File: src/rtl/scan_multiplexer.sv
// N-channel registered multiplexer with a manual select mode and an auto-scan mode.
// Auto-scan stays SCAN_DIV cycles on each channel; ChannelStep pulses on every channel change.
module scan_multiplexer #(
  parameter  int WIDTH    = 4,
  parameter  int CHANNELS = 4,
  parameter  int SCAN_DIV = 4,
  localparam int SELW     = (CHANNELS > 2) ? $clog2(CHANNELS) : 1
) (
  input  logic                      Clk,
  input  logic                      ResetN,
  input  logic [CHANNELS*WIDTH-1:0] DataIn,
  input  logic [SELW-1:0]           Selector,
  input  logic                      Mode,
  input  logic                      Hold,
  output logic [WIDTH-1:0]          DataOut,
  output logic [SELW-1:0]           ChannelOut,
  output logic                      ChannelStep,
  output logic                      SelError
);

  localparam int              CNTW     = (SCAN_DIV > 1) ? $clog2(SCAN_DIV) : 1;
  localparam logic [SELW:0]   CH_COUNT = (SELW+1)'(CHANNELS);
  localparam logic [SELW-1:0] CH_LAST  = SELW'(CHANNELS - 1);
  localparam logic [CNTW-1:0] CNT_LAST = CNTW'(SCAN_DIV - 1);

  logic [WIDTH-1:0] data_q, data_d;
  logic [SELW-1:0]  ch_q, ch_d;
  logic [CNTW-1:0]  cnt_q, cnt_d;
  logic             step_q, step_d;
  logic             err_q, err_d;

  function automatic logic in_range(input logic [SELW-1:0] idx);
    in_range = ({1'b0, idx} < CH_COUNT);
  endfunction

  // Loop-based select keeps every part-select inside DataIn even for raw Selector values.
  function automatic logic [WIDTH-1:0] pick(input logic [CHANNELS*WIDTH-1:0] din,
                                            input logic [SELW-1:0] idx);
    pick = {WIDTH{1'b0}};
    for (int k = 0; k < CHANNELS; k++) begin
      if (idx == SELW'(k)) begin
        pick = din[k*WIDTH +: WIDTH];
      end else begin
        pick = pick;
      end
    end
  endfunction

  // Next-state selection: Hold freezes everything, otherwise manual or scan stepping.
  always_comb begin
    data_d = data_q;
    ch_d   = ch_q;
    cnt_d  = cnt_q;
    err_d  = err_q;
    step_d = 1'b0;
    if (!Hold) begin
      if (!Mode) begin
        ch_d  = Selector;
        cnt_d = {CNTW{1'b0}};
        err_d = !in_range(Selector);
      end else begin
        err_d = 1'b0;
        if (!in_range(ch_q)) begin
          ch_d  = {SELW{1'b0}};
          cnt_d = {CNTW{1'b0}};
        end else if (cnt_q == CNT_LAST) begin
          cnt_d = {CNTW{1'b0}};
          ch_d  = (ch_q == CH_LAST) ? {SELW{1'b0}} : ch_q + SELW'(1'b1);
        end else begin
          cnt_d = cnt_q + CNTW'(1'b1);
        end
      end
      data_d = in_range(ch_d) ? pick(DataIn, ch_d) : {WIDTH{1'b0}};
      step_d = (ch_d != ch_q);
    end else begin
      step_d = 1'b0;
    end
  end

  // State and output registers with asynchronous clear.
  always_ff @(posedge Clk or negedge ResetN) begin
    if (!ResetN) begin
      data_q <= {WIDTH{1'b0}};
      ch_q   <= {SELW{1'b0}};
      cnt_q  <= {CNTW{1'b0}};
      step_q <= 1'b0;
      err_q  <= 1'b0;
    end else begin
      data_q <= data_d;
      ch_q   <= ch_d;
      cnt_q  <= cnt_d;
      step_q <= step_d;
      err_q  <= err_d;
    end
  end

  assign DataOut     = data_q;
  assign ChannelOut  = ch_q;
  assign ChannelStep = step_q;
  assign SelError    = err_q;

endmodule
File: config.mk
export PLATFORM = sky130hd
export DESIGN_NAME = scan_multiplexer
export DESIGN_NICKNAME = d
export VERILOG_FILES = /design/src/rtl/scan_multiplexer.sv
export SDC_FILE = /design/constraint.sdc
export NUM_CORES = 1
export LEC_CHECK = 0
export CAP_MARGIN = 20
export CORE_MARGIN = 2
export CORE_UTILIZATION = 41
export CTS_BUF_LIST = sky130_fd_sc_hd__clkbuf_8
export CTS_CLUSTER_SIZE = 40
export DETAILED_ROUTE_END_ITERATION = 16
export GPL_TIMING_DRIVEN = 0
export PLACE_DENSITY_LB_ADDON = 0.05
export RECOVER_POWER = 100
export SYNTH_ARGS = -nofsm -noshare
export SYNTH_HDL_FRONTEND = slang
export SYNTH_SLANG_ARGS = --single-unit
File: constraint.sdc
create_clock -name Clk -period 2.4 [get_ports Clk]
set_clock_uncertainty 0.15 [all_clocks]
set_input_delay 0.36 -clock Clk [delete_from_list [all_inputs] [get_ports Clk]]
set_output_delay 0.36 -clock Clk [all_outputs]
set_load 0.1 [all_outputs]
# Yosys cells after proc, flatten, opt, wreduce, memory -nomap -nowiden
# Cells that the tools add are included.
# classes
n_eq_ne	6
n_addsub	2
n_mux	11
reduce_logical	1
# op_table
cell	n
4-bit two-way mux	4
2-bit two-way mux	6
2-bit == test (second input constant)	4
2-bit by 1-bit adder with 2-bit output (second input constant)	2
2-bit by 1-bit == test with 1-bit output (second input constant)	1
2-bit logical NOT	1
2-bit != test	1
1-bit two-way mux	1
# word_totals
register_bits	9
in_bits	22

# Longest topological paths before layout
# logic_depth
word_depth	10
ltp_mapped	7
depth_no_buf	5

# Worst setup path before layout
# OpenSTA, ideal clock, no wires.
# synth_timing
kind	register -> register
from	reg ch_q[0], in the netlist ChannelOut[0]
to	reg data_q[1], in the netlist DataOut[1]
path_buffers	1
setup_time_ps	111
synth_period_minus_slack_ps	2517
slack_ps	-117
path_stages_with_launch	7
t_arrival_ps	2256
path_cell_list	dfrtp_1 ha_1 or3b_1 a31oi_1 buf_6 mux2i_1 a222oi_1
# synth_via
elab_chain_cells	10
# synth_lines
element	line_no	text
start: declaration	27	logic [SELW-1:0] ch_q, ch_d;
start signal: assignment	84	ch_q <= {SELW{1'b0}};
start signal: assignment	90	ch_q <= ch_d;
2-bit by 1-bit adder with 2-bit output / 2-bit == test (equally long branches)	68	ch_d = (ch_q == CH_LAST) ? {SELW{1'b0}} : ch_q + SELW'(1'b1);
2-bit two-way mux	68	
2-bit two-way mux *	66	end else if (cnt_q == CNT_LAST) begin
2-bit two-way mux *	57	if (!Mode) begin
2-bit two-way mux *	56	if (!Hold) begin
2-bit logical NOT	41	if (idx == SELW'(k)) begin
4-bit two-way mux (3 in series)	41	
4-bit two-way mux *	41	
end signal: assignment	83	data_q <= {WIDTH{1'b0}};
end signal: assignment	89	data_q <= data_d;
end: declaration	26	logic [WIDTH-1:0] data_q, data_d;
# Every way passes the cells marked *; elsewhere a longest branch is shown, timed or not. The select of a mux whose other input is x is not followed.
# A chain may end at the register's enable or synchronous reset.

# Worst setup path after layout
# layout_timing
from	reg ch_q[0], in the netlist ChannelOut[0]
to	out ChannelOut[0]
# layout_lines
element	line_no	text
end: declaration	16	output logic [SELW-1:0] ChannelOut,
# No word-level cell between the ends.

==> impl_metrics.toml <==
[die]
die_h_um = 43.1
die_w_um = 43.1
ios = 30
dieArea_sq_um = 1850
core_area_sq_um = 1470
start_util_pct = 42.5
row_count = 14

[setup_path]
critPathLaunchType = "flip-flop"
timing.critical_path.to_type = "output pin"
cpPeakStageDelay_ps = 1160
crit_required_ps = 1890
criticalPathCategory = "flip-flop to output pin"
worstPathCellList = "clkdlybuf4s50_1"
arrival_ps = 1840
crit_fanout = 10
crit_slowest_cell = "clkdlybuf4s50_1"
crit_family = "buffers and inverters"
critical_path_buf_inv_count = 1

[cts]
clock_latency_ps = 230
post_cts_buffers = 0
cts_buffers = 3
cts_tree = "yes"
holdBufCountCts = 0
cts_resized = 0
clk_pin_slew_ps = 50
h-tree-depth = 1
clock_path_buffers = 2
numClockSinks = 9
ctsRootBufferMaster = "clkbuf_8"

[power]
power_uw = 731
p_per_area_nw_per_um2 = 752
p_leak_nw = 0.438
irDropWorstVdd_uv = 544

[place]
dp_hpwl_um = 1100
portBuffers = 28
dpl_worst_slack_ps = 213
place_congestion = 0.686

[logic_synthesis]
synth.distinct_cells = 29
synth_top_cell_by_area = "dfrtp_1"
synthTopCellsByArea = "dfrtp_1 (36%), mux2i_1 (14%), a222oi_1 (4.8%), ha_1 (4.0%), buf_6 (3.6%)"
synthCells = 64
synth.area.mux_share_pct = 16.2
synth_fa_ha_area_share_pct = 4.00
netlist_area_sq_um = 626
yosysWarnings = 0
synth-edff-count = 0
synth_top_family_by_area = "compound AO/OA/AOI/OAI gates"
synth_nets = 88
synth-compound-area-share_pct = 19.8
synth_xor_area_share_pct = 1.40
synth_seq_area_share_pct = 36.0
ys.flop_type = "dfrtp_1"
synth_simple_gate_area_share_pct = 12.4
synth_top_cell_area_share_pct = 36.0
async_flop_share_pct = 100
synth_seq_cells = 9
avgSynthCellArea_sq_um = 9.78

[grt]
grt_overflow_total = 0
grt_pass1_wl_um = 2450
grt_max_degree = 11
antenna_found_initial = 0
track_usage_pct = 18.1
grt_pass1_vias = 625

[route]
first_pass_iters = 5
wirelength_um = 1410
vias_per_cell = 5.28
drc = 0
vias = 591
avgRoutedWirePerCell_um = 12.6
drtIter0Drc = 10
ant_nets = 0

[timing]
tightest_slew_ps = 986
hold_viol = 0
final-setup-viol-count = 0
rsz0062_at_grt = "false"
fin_ws_ps = 45.1
slew_headroom_pct = 34.1
fmax_mhz = 425
hold_ws_ps = 344
fin_crit_sh_pct = 98.1
drv_slew = 0
period_needed_ps = 2350
fin_tns_setup_ps = 0

[job]
drv_cap = 0

[cells_and_area]
layout-drive-gt1-share_pct = 8.33
antenna_cells = 0
fin_nets = 121
finish.utilization_pct = 66.1
syn_to_final_growth_pct = 55.4

[worst_hold_path]
hold_class = "flip-flop to flip-flop"

[outcome]
outcome = "finished clean"
[synthesized netlist by cell type, types with 2 or more instances]
| cell | n |
|---|---|
| a21o_1 | 2 |
| o21ai_0 | 4 |
| a222oi_1 | 3 |
| dfrtp_1 | 9 |
| inv_1 | 6 |
| mux2i_1 | 9 |
| clkbuf_1 | 2 |
| nand2_1 | 3 |
| ha_1 | 2 |
| nor2_1 | 3 |
| buf_6 | 2 |
| a21oi_1 | 2 |
[cells in the final DEF (no fill, tap or decap), types with 2 or more instances in the layout]
| master | instances |
|---|---|
| nand2_1 | 3 |
| a222oi_1 | 3 |
| clkbuf_1 | 2 |
| o21ai_0 | 4 |
| a21oi_1 | 2 |
| inv_1 | 7 |
| dlygate4sd3_1 | 7 |
| ha_1 | 2 |
| dfrtp_1 | 8 |
| a21o_1 | 2 |
| clkbuf_8 | 3 |
| clkdlybuf4s50_1 | 21 |
| mux2i_1 | 9 |
| nor2_1 | 3 |
| buf_6 | 2 |
[registers in the layout (all words and copies together) (netlist names)]
name / cells
DataOut: 4
ChannelOut: 2
ChannelStep: 1
cnt_q: 2
[cell type report]
| class | count | area (sq um) |
|---|---|---|
| repair buffers | 28 | 280 |
| plain buffers | 5 | 37.5 |
| flip-flops and latches | 9 | 226 |
| fillers | 126 | 499 |
| clock inverters | 1 | 3.75 |
| clock buffers | 3 | 41.3 |
| well taps | 16 | 20.0 |
| inverters | 6 | 22.5 |
| multi-input cells | 44 | 340 |
[power by group]
group / total, mW / switching, mW / internal (mW)
sequential: 0.202 / 0.0222 / 0.179
combinational: 0.357 / 0.240 / 0.118
clock: 0.172 / 0.0608 / 0.111
[through the flow]
| step | area [sq um] | instances |
|---|---|---|
| 6_report | 972 | 112 |
| 5_1_grt | 972 | 112 |
| 4_1_cts | 973 | 112 |
| 3_5_place_dp | 928 | 108 |
| 3_3_place_gp | 928 | 108 |
| 2_1_floorplan | 628 | 64 |
[cell families (layout without fill, tap and decap cells)]
| logic type | after synthesis | count (layout) |
|---|---|---|
| DFF | 9 | 9 |
| adders and majority gates | 2 | 2 |
| buffers and inverters | 11 | 43 |
| and+or+nand+nor | 13 | 13 |
| muxes | 10 | 10 |
| AOI/OAI and AO/OA | 17 | 17 |
| other | 1 | 1 |
| xor gates and xnor gates | 1 | 1 |
[routing by layer]
metal / routed length [um] / vias up / global-route usage (%) / share of wire (%)
li1: - / 299 / - / -
met1: 597 / 270 / 19.7 / 42
met2: 693 / 20 / 30.0 / 49
met3: 103 / 2 / 5.96 / 7.3
met4: 15 / 0 / 11.5 / 1.1
met5: 0 / - / 0 / 0
[worst register-to-register path: stages (launching register included)]
cell and delay [ps]:
dfrtp_2 460, ha_1 250, or3b_1 350, a31oi_1 200
buf_6 190, mux2i_1 90, a222oi_1 310
[path summary, 6_finish.rpt]
| path | from | to | slack, ps | depth (start not counted) |
|---|---|---|---|---|
| max reg2reg | ChannelOut[0]$_DFFE_PN0N_ | DataOut[2]$_DFFE_PN0N_ | 290 | 6 |
| min in group asynchronous | ResetN | cnt_q[1]$_DFFE_PN0N_ | 350 | 1 |
| max in group asynchronous | ResetN | ChannelOut[0]$_DFFE_PN0N_ | 1420 | 1 |
| max | ChannelOut[0]$_DFFE_PN0N_ | ChannelOut[0] | 50 | 1 |
| min reg2reg | cnt_q[1]$_DFFE_PN0N_ | cnt_q[1]$_DFFE_PN0N_ | 340 | 2 |
| min | cnt_q[1]$_DFFE_PN0N_ | cnt_q[1]$_DFFE_PN0N_ | 340 | 2 |
Power figures use the tool's default switching activity.
